===== src/rtl/oam_dma_ctrl.sv =====
// ============================================================================
//  Module      : oam_dma_ctrl
//  Description : OAM DMA sequencer: FF46 write copies DMA_LENGTH bytes from
//                {src,8'h00} into OAM. Optional macro DMA_CPU_STALL_EN drives
//                oCpuStall from oBusy.
//  Revision    : 1.0 - initial release
// ============================================================================
`default_nettype none

module oam_dma_ctrl #(
    parameter int DMA_LENGTH  = 160,
    parameter int START_DELAY = 2
) (
    input  logic        iClock,
    input  logic        iReset,
    input  logic        iDmaWe,
    input  logic [7:0]  iDmaData,
    output logic [15:0] oMcuAddr,
    output logic        oMcuReadReq,
    input  logic        iMcuReadAck,
    input  logic [7:0]  iMcuReadData,
    output logic        oOamWe,
    output logic [7:0]  oOamAddr,
    output logic [7:0]  oOamData,
    output logic [7:0]  oDMA,
    output logic        oBusy,
    output logic        oDone,
    output logic        oCpuStall
);

    localparam int c_DLY_W = (START_DELAY < 2) ? 1 : $clog2(START_DELAY);
    localparam logic [c_DLY_W-1:0] c_DLY_LAST =
        c_DLY_W'((START_DELAY > 0) ? START_DELAY - 1 : 0);
    localparam logic [7:0] c_LAST_IDX = 8'(DMA_LENGTH - 1);

    typedef enum logic [1:0] {
        S_IDLE  = 2'd0,
        S_DELAY = 2'd1,
        S_READ  = 2'd2,
        S_WRITE = 2'd3
    } state_t;

    localparam state_t c_START_STATE = (START_DELAY == 0) ? S_READ : S_DELAY;

    state_t              r_state_q, w_state_d;
    logic [7:0]          r_index_q, w_index_d;
    logic [c_DLY_W-1:0]  r_dly_q,   w_dly_d;
    logic [7:0]          r_src_q,   w_src_d;
    logic [7:0]          r_dma_q,   w_dma_d;
    logic [7:0]          r_data_q,  w_data_d;
    logic                r_done_q,  w_done_d;
    logic [7:0]          w_src_eff;

    always_ff @(posedge iClock or posedge iReset) begin
        if (iReset) begin
            r_state_q <= S_IDLE;
            r_index_q <= 8'h00;
            r_dly_q   <= '0;
            r_src_q   <= 8'h00;
            r_dma_q   <= 8'h00;
            r_data_q  <= 8'h00;
            r_done_q  <= 1'b0;
        end else begin
            r_state_q <= w_state_d;
            r_index_q <= w_index_d;
            r_dly_q   <= w_dly_d;
            r_src_q   <= w_src_d;
            r_dma_q   <= w_dma_d;
            r_data_q  <= w_data_d;
            r_done_q  <= w_done_d;
        end
    end

    always_comb begin
        w_state_d = r_state_q;
        w_index_d = r_index_q;
        w_dly_d   = r_dly_q;
        w_src_d   = r_src_q;
        w_dma_d   = r_dma_q;
        w_data_d  = r_data_q;
        w_done_d  = 1'b0;

        case (r_state_q)
            S_DELAY: begin
                if (r_dly_q == c_DLY_LAST) begin
                    w_state_d = S_READ;
                end else begin
                    w_dly_d = r_dly_q + 1'b1;
                end
            end
            S_READ: begin
                if (iMcuReadAck) begin
                    w_data_d  = iMcuReadData;
                    w_state_d = S_WRITE;
                end
            end
            S_WRITE: begin
                if (r_index_q == c_LAST_IDX) begin
                    w_state_d = S_IDLE;
                    w_done_d  = 1'b1;
                end else begin
                    w_index_d = r_index_q + 8'h01;
                    w_state_d = S_READ;
                end
            end
            default: begin
            end
        endcase

        // A new FF46 write overrides whatever the transfer was doing.
        if (iDmaWe) begin
            w_src_d   = iDmaData;
            w_dma_d   = iDmaData;
            w_index_d = 8'h00;
            w_dly_d   = '0;
            w_state_d = c_START_STATE;
            w_done_d  = 1'b0;
        end
    end

    // Echo RAM E000-FDFF mirrors C000-DDFF.
    assign w_src_eff   = (r_src_q >= 8'hE0) ? (r_src_q - 8'h20) : r_src_q;

    assign oMcuReadReq = (r_state_q == S_READ);
    assign oMcuAddr    = oMcuReadReq ? {w_src_eff, r_index_q} : 16'h0000;
    assign oOamWe      = (r_state_q == S_WRITE);
    assign oOamAddr    = oOamWe ? r_index_q : 8'h00;
    assign oOamData    = oOamWe ? r_data_q : 8'h00;
    assign oDMA        = r_dma_q;
    assign oBusy       = (r_state_q != S_IDLE);
    assign oDone       = r_done_q;

`ifdef DMA_CPU_STALL_EN
    assign oCpuStall   = oBusy;
`else
    assign oCpuStall   = 1'b0;
`endif

endmodule

`default_nettype wire


===== config.mk =====
export PLATFORM = sky130hd
export DESIGN_NAME = oam_dma_ctrl
export DESIGN_NICKNAME = d
export VERILOG_FILES = /design/src/rtl/oam_dma_ctrl.sv
export SDC_FILE = /design/constraint.sdc
export NUM_CORES = 1
export LEC_CHECK = 0
export BUFFER_PORTS_ARGS = -buffer_cell sky130_fd_sc_hd__clkbuf_2
export CAP_MARGIN = 15
export CORE_UTILIZATION = 30
export DETAILED_ROUTE_END_ITERATION = 10
export GPL_ROUTABILITY_DRIVEN = 0
export PLACE_DENSITY = 0.63
export REMOVE_ABC_BUFFERS = 1
export SLEW_MARGIN = 15
export SYNTH_ARGS = -nofsm -noshare
export SYNTH_HDL_FRONTEND = slang
export SYNTH_SLANG_ARGS = --single-unit
export TNS_END_PERCENT = 50

===== constraint.sdc =====
create_clock -name iClock -period 2.55 [get_ports iClock]
set_input_delay 0.255 -clock iClock [delete_from_list [all_inputs] [get_ports iClock]]
set_output_delay 0.255 -clock iClock [all_outputs]
set_load 0.005 [all_outputs]

==> impl_summary.md, run 1 <==
Floorplanning
After floorplanning, the core was sized to cover roughly 4700 um2. Once the floorplan was initialized, standard cells occupied between 30% and 40% of the core. The site row count is 25. The die is approximately 72 um wide. The die covers 5210 um2. During I/O placement, the number of pins put on the boundary was 65.

The height of the die is slightly above 70 um.

STA
In the final timing run, aggregate negative setup slack is 0 ps. The final period utilization is about 75%. Setup violations remaining at the end of the flow were counted as 0. Setup repair after global routing left no endpoint under its margin. The final period demand of the worst path is between 1500 and 2000 ps. The number of slew-limit violations in the final report came to 0.

The timing-limited maximum frequency is between 500 and 600 MHz. Across all hold checks on the routed design, the worst slack comes to 7.795 ps. The final clock skew is approximately 4.7 ps.

The final number of hold-violating endpoints is 0.

CTS
After clock tree synthesis, the setup repair step added 0 buffers. The count of cells resized by post-cts repair is 0. The clock latency of the later-clocked register in the worst-skew pair is 270 ps. After clock tree synthesis, the clock-pin slew on the worst setup and hold paths is 100 ps. The number of buffers inserted during clock tree synthesis is 3. The number of buffers between clock root and the deepest sink is 2. For this design, the CTS-stage hold fixing added 0 buffers. Counting every sink on the clock net gives 28. The tree is rooted in a clkbuf_8.

The H-tree depth is 1. TritonCTS built the clock tree.

Synth
After synthesis, the largest family of logic cells by area is simple AND/OR/NAND/NOR gates. In the synthesized netlist the dominant register cell turns out to be dfrtp_1. Measured against the total synthesized area, the mux share comes to 11.35%. The count of mapped cells out of synthesis is approximately 140. The synthesized design spends more area on one cell type than any other, namely dfrtp_1. Counting flops with an async set or reset pin after synthesis yields a share of between 90% and 100%. The synthesized design devotes to its leading area cell type between 40% and 50% of total area. The share of the synthesized netlist area taken by xor and xnor gates is 4.149%. In this run, synthesis inferred 0 flip-flops with an integrated enable. The post-synth design cell area is 1478 um2.

The number of different library cells in the post-synthesis netlist is 34. In the post-synthesis netlist, the biggest area contributors are dfrtp_1 (47%), mux2_2 (11%), and3_1 (7.2%). Yosys printed 0 warnings. The synthesized netlist devotes 7.028% of its cell area to compound gates. The mean area per synthesized cell is roughly 10 um2. Synthesis inferred 28 register bits. The portion of the post-synthesis area used by sequential elements is between 40% and 50%. The synthesized netlist devotes under 10% of its cell area to adder and majority cells.

The post-synthesis share of cell area spent on and, or, nand and nor gates is a little under a quarter.

Placement
The instance area at placement is roughly 1900 um2. The post-placement cell count is 266. Detailed placement finished with a half-perimeter wire length of roughly 2300 um.

During placement, the flow inserted port buffers numbering 63.

Power
In this run the static leakage power is roughly 0.0010 uW. Power comes to 1146 uW. The combinational power share is about a fifth.

Dividing total power by cell area gives a power density of 590.5 nW/um2. The clock network fraction of design power is between 30% and 40%. For this design the total switching power over the nets is approximately 280 uW. Cell internal power was estimated by the tool at around 860 uW. In this run, flip-flops and latches consume about 50% of the power. Net switching is roughly 25% of the power. The worst voltage drop across the vdd grid is around 340 uV.

Worst setup path
The worst stage delay on the critical path is 400 ps. The number of buffers and inverters on the critical path is 2. The worst path required time is 2300 ps. The critical path starts at r_state_q[0].

Among cell families on the critical path, the largest total delay comes from simple AND/OR/NAND/NOR gates. STA classifies the critical path startpoint as a register. The critical path data arrival time is roughly 1700 ps. The capturing instance or port of the critical path is oMcuAddr[15]. The kind of critical path is reg -> out. The worst register-to-register path ends at r_index_q[7].

In this run the critical register-to-register path is launched from r_index_q[0]. Measured in cells, the most critical reg-to-reg path has a length of 5. The largest individual stage delay along the critical path comes from the cell nor2b_1.

The kind of end point of the critical path is an output port. Walking the worst path, the cells encountered are nor2b_1 -> buf_4 -> nand2_1 -> a31oi_1 -> clkbuf_2. Setup slack on the worst reg-to-reg path comes out at ~910 ps. The critical path crosses 5 cells after its start point. Of all nets on the critical path, the largest fanout is 12.

Cells and area
Leaving out filler cells and counting taps, the final layout contains 270. The area added between synthesis and finish is 31.33%. The share of post-route cells with drive strength above 1 is 46.80%. The net total in the final layout is around 230. The diode insertion count for antenna repair is 0.

The post-route standard cell area excluding fillers is 1941 um2.

Run
The max-capacitance violation count is 0.

Status
The flow ran to the end, and the final reports show no timing, DRC or antenna violations.

GRT
The via count of the first global-routing pass is about 1100. The number of antenna violations at the first check in global routing was 0. After global routing the overflow that remains totals 0.

Across every metal layer, demand over resource in global routing totals roughly 12%. The global-route wire length before repair is roughly 5000 um. Entering global routing, the biggest net connects 29 pins.

Detailed routing
In the final routed layout, each cell accounts on average for 11.71 um. The number of vias after detailed routing is between 1000 and 1500. The first detailed-routing pass took 4 iterations. For this run, design rule violations remaining after detail routing come to 0.

In this run, the number of DRC markers left after iteration 0 of detailed routing was 43. The total detailed-routing wirelength is 3163 um. The via count normalized by instance count is 4.596. The count of nets left with antenna violations once routing finished came out at 0.

Worst hold path
The path type of the worst min-delay path is in -> async.
[routing by layer]
metal / GRT usage, % / up-vias / wire, um
met5: 0 / - / 0
li1: - / 599 / -
met4: 1.961 / 0 / 10
met2: 21.50 / 43 / 1585
met1: 14.64 / 597 / 1386
met3: 3.750 / 2 / 181
[logic make-up (layout without fill, tap and decap cells)]
group | count (synthesis) | after routing
mux | 15 | 15
compound gates | 11 | 11
simple gates | 61 | 61
fa+ha+maj | 2 | 2
other cells | 1 | 1
xor+xnor | 7 | 7
buf+inv | 17 | 78
flops | 28 | 28
[cell usage after synthesis, drive strengths merged, types with 3 or more instances]
| master | number |
|---|---|
| dfrtp | 28 |
| and3 | 18 |
| mux2 | 14 |
| and2 | 13 |
| nor2 | 11 |
| nand2 | 9 |
| clkbuf | 6 |
| inv | 6 |
| xnor2 | 6 |
| buf | 5 |
| a211oi | 3 |
| nand3 | 3 |
[tightest hold or removal path: cells and delay by family]
kind | cells | cell delay (ps)
buf+inv | 3 | 450
[power by group through the flow]
stage | clock (uW) | sequential [uW] | combinational, uW
finish | 349 | 571 | 226
floorplan | 0 | 582 | 128
global placement | 0 | 577 | 228
global route | 383 | 583 | 252
CTS | 365 | 572 | 233
detailed placement | 0 | 582 | 232
[worst min path at each step]
stage	cells past startpoint	slack, ps	startpoint	to
6_report	3	8	iReset	oDMA[1]
3_3_place_gp	3	320	iReset	oDMA[1]
4_1_cts	3	20	iReset	oDMA[1]
5_1_grt	3	40	iReset	r_dly_q
2_1_floorplan	1	320	iReset	oDMA[0]
3_5_place_dp	3	330	iReset	oDMA[1]
[cell usage in the layout, fill, tap and decap left out, types with 5 or more instances in the layout]
master and count:
and2_1 12, and3_1 17, buf_4 5, clkbuf_2 63, dfrtp_1 28, inv_1 6, mux2_2 14, nand2_1 8
nor2_1 11, xnor2_1 6
[stage by stage]
step                worst slack (ps)  utilization, %
CTS                            599.6           41.09
detailed placement             913.8           39.58
floorplan                      477.9               -
global placement               957.8           39.58
global route                   454.0           41.09
finish                         635.5           41.09
[registers in the layout, summed over array words and instances (netlist names)]
signal and flops:
r_data_q 8, oDMA 8, r_state_q 2, r_index_q 8, oDone 1, r_dly_q 1
[cell type report]
type	instances	area, um2
multi-input combinational	97	709.4
fill	480	2783
sequential	28	700.7
inverter	6	22.52
clock inverter	1	30.03
clock buffer	3	41.29
timing repair buffer	68	352.8
tap	67	83.83
(Power assumes the default switching activity.)
==> run 2: changes to the inputs <==
PLACE_DENSITY = 0.65   (was 0.63)
clock period = 1.7 ns   (was 2.55 ns; I/O delays follow)
==> impl_summary.md, run 2 (synthesis gave the netlist of run 1 again) <==
Detailed routing
After detailed routing, the average wire length per cell comes to roughly 12 um. In this run the remaining antenna-violating nets after routing total 0. The via count normalized by instance count is between 4 and 5. The final layout contains routed wiring with a total length of 3233 um. The number of design rule violations left after detail routing is 0. The final route contains 1244 vias.

For this run, the detailed router's first-pass iteration total came to 4. The first-iteration detailed-routing DRC count is 44.

Worst setup path
The worst setup path is launched from a register. The highest fanout seen on the critical path is 9. The kind of critical path is reg -> out. The number of buffers and inverters on the critical path is 2. The largest single stage delay on the critical path is approximately 490 ps. Walking the worst path, the cells encountered are nor2b_4 -> buf_6 -> nand2_1 -> a31oi_1 -> clkbuf_2. Tracing the worst setup path back leads to its startpoint at r_state_q[0].

The beginning of the worst register-to-register path is r_index_q[1]. The kind of end point of the critical path is an output port. STA puts the critical path data required time at 1530 ps. The kind of cell with the highest combined delay on the critical path is flip-flops.

The library cell contributing the largest single delay on the critical path is dfrtp_2. For the worst setup path, the data arrival time is about 1400 ps.

STA
Setup repair after global routing left no endpoint under its margin. The timing-limited maximum frequency is 621.8 MHz. The final setup slack of the worst path is between 90 and 100 ps.

The number of slew-limit violations in the final report is 0. Setup violations remaining at the end of the flow were counted as 0. The final worst hold slack is between 90 and 100 ps. The clock period could shrink to around 1600 ps. In the finished design, the share of the clock period the worst path needs comes to about 95%.

The final number of hold-violating endpoints came to 0. The final clock skew is approximately 2.3 ps.

GRT
The global-route wire length before repair is around 5500 um. The number of antenna violations at the first check in global routing is 0. Entering global routing, the biggest net connects 23 pins.

The overall global routing resource usage is between 10% and 20%. The via count of the first global-routing pass is between 1000 and 1500. After global routing the overflow that remains totals 0.

Placement
The pre-CTS setup slack is approximately 80 ps. The half-perimeter wire length after detailed placement is between 2000 and 2500 um. Input and output buffers added on the ports amount to 63.

Floorplanning
The area of the placeable core is 4723 um2. The floorplan step defined a die boundary enclosing between 5000 and 6000 um2. The horizontal die dimension is between 70 and 80 um. The height of the die is 72.18 um.

Row generation in the floorplan step produced 25 rows. The number of I/O pins is 65. The initial core utilization is 31.28%.

Run
The max-capacitance violation count is 0.

CTS
Once the clock tree was built, the setup fixing pass inserted 0 buffers. The longest clock path from root to sink contains 2 buffers. Buffers inserted during clock tree synthesis total 3. The clock drives 28 sinks. The post-CTS clock slew at the launch and capture registers of the worst setup and hold paths is around 90 ps. The clock root buffer master is clkbuf_8. The CTS tree is built. The H-tree depth is 1. The clock reaches the later pin of the worst-skew pair after 270 ps.

Power
Summed over all cells, the static leakage comes to between 0.001 and 0.0015 uW. The areal power density over the cells is ~870 nW/um2. The share of total power dissipated in combinational logic is 20.3%. The worst voltage drop across the vdd grid is 432.1 uV. The net switching power is ~430 uW. The internal portion of the total power is 1310 uW. The total design power is 1739 uW. The clock network burns between 20% and 30% of the power. Of the total power, the share spent switching nets is around a quarter. Registers are responsible for between 40% and 50% of the overall power.

Cells and area
For this run, the share of the core covered by cells in the final layout is between 40 and 50%. The diode insertion count for antenna repair is 0. The area added between synthesis and finish is 35.48%.

The post-route netlist has approximately half of its cells at a drive strength greater than 1. Leaving out fill and tap cells, the most frequent cells in the layout are clkbuf_2 (63), dfrtp_1 (27), and3_1 (16). The net total in the final layout is between 200 and 250. The library cell used most frequently in the layout, excluding fill and tap cells, is clkbuf_2.

Worst hold path
The min-delay analysis places its worst path in the category in -> reg. In this run the most critical hold path is launched from iDmaData[5].

Status
The flow ran to the end, and the final reports show no timing, DRC or antenna violations.
[run 2: repair_timing]
action / CTS / global route
resized for setup: 2 / 3
endpoints found under the setup margin: 16 / 4
gates cloned: 0 / 0
endpoints found under the hold margin: 8 / 0
hold buffers: 1 / 0
[run 2: power by group through the flow]
| stage | logic, uW | registers (uW) | clock network, uW |
|---|---|---|---|
| after floorplan | 191 | 873 | 0 |
| after CTS | 359 | 865 | 545 |
| after detailed placement | 354 | 876 | 0 |
| after global placement | 345 | 871 | 0 |
| final | 353 | 865 | 520 |
| after global routing | 398 | 886 | 566 |
[run 2: per-layer routing]
metal	track usage (%)	routed length, um	share of wire [%]	up-vias
met5	0	0	0	-
met4	5.229	53	1.6	0
met3	1.944	141	4.4	4
met2	22.64	1587	49	42
met1	17.23	1451	45	585
li1	-	-	-	613
[run 2: final timing paths]
check,endpoint,slack [ps],depth (start not counted)
worst min register to register,r_data_q[7],510,1
worst min-delay path,oDMA[5],100,3
worst max-delay path,oMcuAddr[14],90,5
min in group asynchronous,oDMA[4],370,3
max in group asynchronous,r_state_q[0],730,4
worst max register to register,r_index_q[7],120,5
[run 2: layout make-up]
class                   count  area [um2]
flip-flops and latches     28       701.9
inverters                   6       22.52
clock buffers               3       41.29
well taps                  67       83.83
multi-input cells          97       718.2
repair buffers             74       404.1
fillers                   467        2721
clock inverters             1       30.03
[run 2: worst register-to-register path: stages, from the launching register on]
cell	delay, ps
dfrtp_1	430
ha_1	210
and3_2	290
a2111oi_4	320
xnor2_1	160
nor2_1	60
[run 2: per-stage QoR]
| step | cell area (um2) | instances | setup TNS (ps) |
|---|---|---|---|
| final | 2002 | 276 | 0 |
| after floorplan | 1426 | 131 | -4568 |
| after CTS | 1996 | 276 | 0 |
| after global placement | 1907 | 271 | 0 |
| after global routing | 2002 | 276 | 0 |
| after detailed placement | 1907 | 271 | 0 |
==> run 3: changes to the inputs <==
PLACE_DENSITY = 0.63   (was 0.65)
clock period = 1.6 ns   (was 1.7 ns; I/O delays follow)
==> impl_summary.md, run 3 (synthesis gave the netlist of run 1 again) <==
Status
The run finished with clean final reports.

STA
The final setup slack of the worst path is roughly 96 ps. Setup violations remaining at the end of the flow were counted as 0. The number of slew-limit violations in the final report is 0.

For this run, the top clock speed supported by timing is roughly 660 MHz. The final period demand of the worst path is between 1500 and 2000 ps. In the finished design, the share of the clock period the worst path needs comes to between 90% and 100%.

Across all hold checks on the routed design, the worst slack comes to between 90 and 100 ps. The final clock skew is between 5 and 6 ps. The final number of hold-violating endpoints was 0.

Worst setup path
The largest individual stage delay along the critical path comes from the cell dfrtp_2. The buffering stage count on the worst path with inverters included is 3. At the worst endpoint, the required time is 1440 ps. The worst stage delay on the critical path is around 400 ps. The critical path data arrival time is around 1300 ps. The signal on the critical path passes through buf_4 -> buf_4 -> or2_2 -> clkbuf_2. The cell seen most often among critical-path stages is buf_4.

In this design, the largest share of critical-path delay is due to buffers and inverters. The kind of end point of the critical path is an output port. The kind of critical path is reg -> out. The worst setup path is launched from a register.

The highest fanout seen on the critical path is 8.

Cells and area
The multi-input combinational cells in the finished layout cover a total of just over 700 um2. The area added between synthesis and finish is 37.34%. The library cell used most frequently in the layout, excluding fill and tap cells, is clkbuf_2. The share of post-route cells with drive strength above 1 is around half. Fill cells in the final layout number ~470. The sequential cells in the finished layout cover a total of 703.2 um2. At the end of the flow, the number of nets in the layout was 239.

The top cell types in the final layout, fill and taps aside, are clkbuf_2 (63), dfrtp_1 (26), and3_1 (16), buf_4 (16), mux2_2 (14). The diode insertion count for antenna repair is 0.

Detailed routing
The via count normalized by instance count is around 4.5. The detailed-route wire length per cell is around 12 um. In this run the remaining antenna-violating nets after routing total 0. The first-iteration detailed-routing DRC count is 79.

The number of iterations in the first detailed-routing pass is 4. For this run, design rule violations remaining after detail routing come to 0. For this block, the routed nets add up to around 3300 um of wire.

The routed layout has around 1300 vias.

Power
The analysis attributes to cell leakage a power of 0.001064 uW. The sequential cell fraction of total power is between 50% and 60%. For this design the ratio of total power to cell area is approximately 840 nW/um2. In this run, the combinational gates consume between 20% and 30% of the power. The switching part of the total power is 26.74%. The clock network fraction of design power is 22.4%. The cell internal power dissipation is 1242 uW.

The worst voltage drop across the vdd grid is about 330 uV. The net switching power is approximately 450 uW.

GRT
For this run the aggregate overflow at the end of global routing stands at 0. The first global-routing pass estimated about 5500 um of wire. The via count of the first global-routing pass is between 1000 and 1500. The number of antenna violations at the first check in global routing is 0. The pin count of the biggest net entering global routing is 29.

The overall global routing resource usage is 13.29%.

CTS
CTS placed an instance of clkbuf_8 at the clock tree root. TritonCTS built the clock tree. The number of buffers inserted during clock tree synthesis is 3. Clock-pin slew was measured on the worst setup and hold paths at ~90 ps. The H-tree depth is 1. CTS saw 28 sinks. The number of buffers between clock root and the deepest sink is 2. The later pin in the worst-skew pair is clocked with a latency of 270 ps.

Placement
Prior to clock tree synthesis, the placed netlist has a worst setup slack of 39.47 ps. The count of buffers added on input and output ports is 63. After legalization and detailed placement, the total HPWL measured approximately 2500 um.

Run
Max-cap violations in this run came to 0.

Floorplanning
The initial core utilization is between 30% and 40%. The height of the die is 72.18 um. The site row count is 25.

The number of I/O pins is 65. The full die area is around 5200 um2. The core region is 4723 um2. The floorplan step set the die width to about 72 um.

Worst hold path
The path type of the worst min-delay path is in -> reg.
## run 3: changes by cell type in the layout (fill, tap and decap cells not counted)
| cell | before | now |
|---|---|---|
| bufinv_16 | 1 | 0 |
| buf_4 | 9 | 16 |
| and3_2 | 2 | 1 |
| dfrtp_2 | 1 | 2 |
| dfrtp_1 | 27 | 26 |
| and3_4 | 0 | 1 |
## run 3: cell type report
type                    instances  area share [%]
well taps                      67           4.131
repair buffers                 81           22.50
multi-input cells              97           35.57
clock buffers                   3           2.035
inverters                       6           1.110
flip-flops and latches         28           34.65
## run 3: worst paths after layout
check	slack, ps	startpoint	end	depth (start not counted)
min in group asynchronous	480	iReset	oDMA[4]	4
max in group asynchronous	810	iReset	r_state_q[1]	4
setup / recovery	100	r_state_q[1]	oBusy	4
hold reg to reg	500	r_data_q[4]	r_data_q[4]	1
setup reg to reg	120	r_index_q[7]	r_index_q[7]	5
hold / removal	100	iDmaData[6]	oDMA[6]	3
## run 3: per-stage QoR
step                      cells  TNS, ps  total power (uW)  utilization [%]  area [um2]
after global placement      275        0              1302            41.01        1937
after detailed placement    275        0              1315            41.01        1937
after floorplan             131    -6268              1131                -        1426
after global routing        282   -2.483              1817            42.97        2029
final                       282        0              1695            42.97        2029
after CTS                   280        0              1716            42.41        2003
## run 3: power groups by stage
stage	Clock [uW]	Combinational, uW	Sequential (uW)
detailed placement	0	383	932
CTS	404	401	912
global placement	0	375	927
global route	431	451	935
finish	379	405	911
floorplan	0	203	928
## run 3: layer usage
layer / GRT usage, % / share of wire, % / routed length (um) / up-vias
met5: 0 / 0 / 0 / -
met4: 3.268 / 0.57 / 19 / 0
met3: 2.917 / 5.3 / 176 / 4
met2: 22.64 / 49 / 1623 / 43
met1: 17.15 / 45 / 1517 / 609
li1: - / - / - / 621
## run 3: timing repair
item,CTS,global route
gates resized for setup,3,4
pin swaps,0,0
hold buffers,1,0
hold endpoints to repair,28,0
buffers inserted,1,2
setup endpoints to repair,17,6
## run 3: worst reg2reg max path: stages, from the launching register on
cell and delay [ps]:
dfrtp_1 430, nor4bb_2 190, buf_4 170, a2111oi_4 360
xnor2_1 170, nor2_1 50
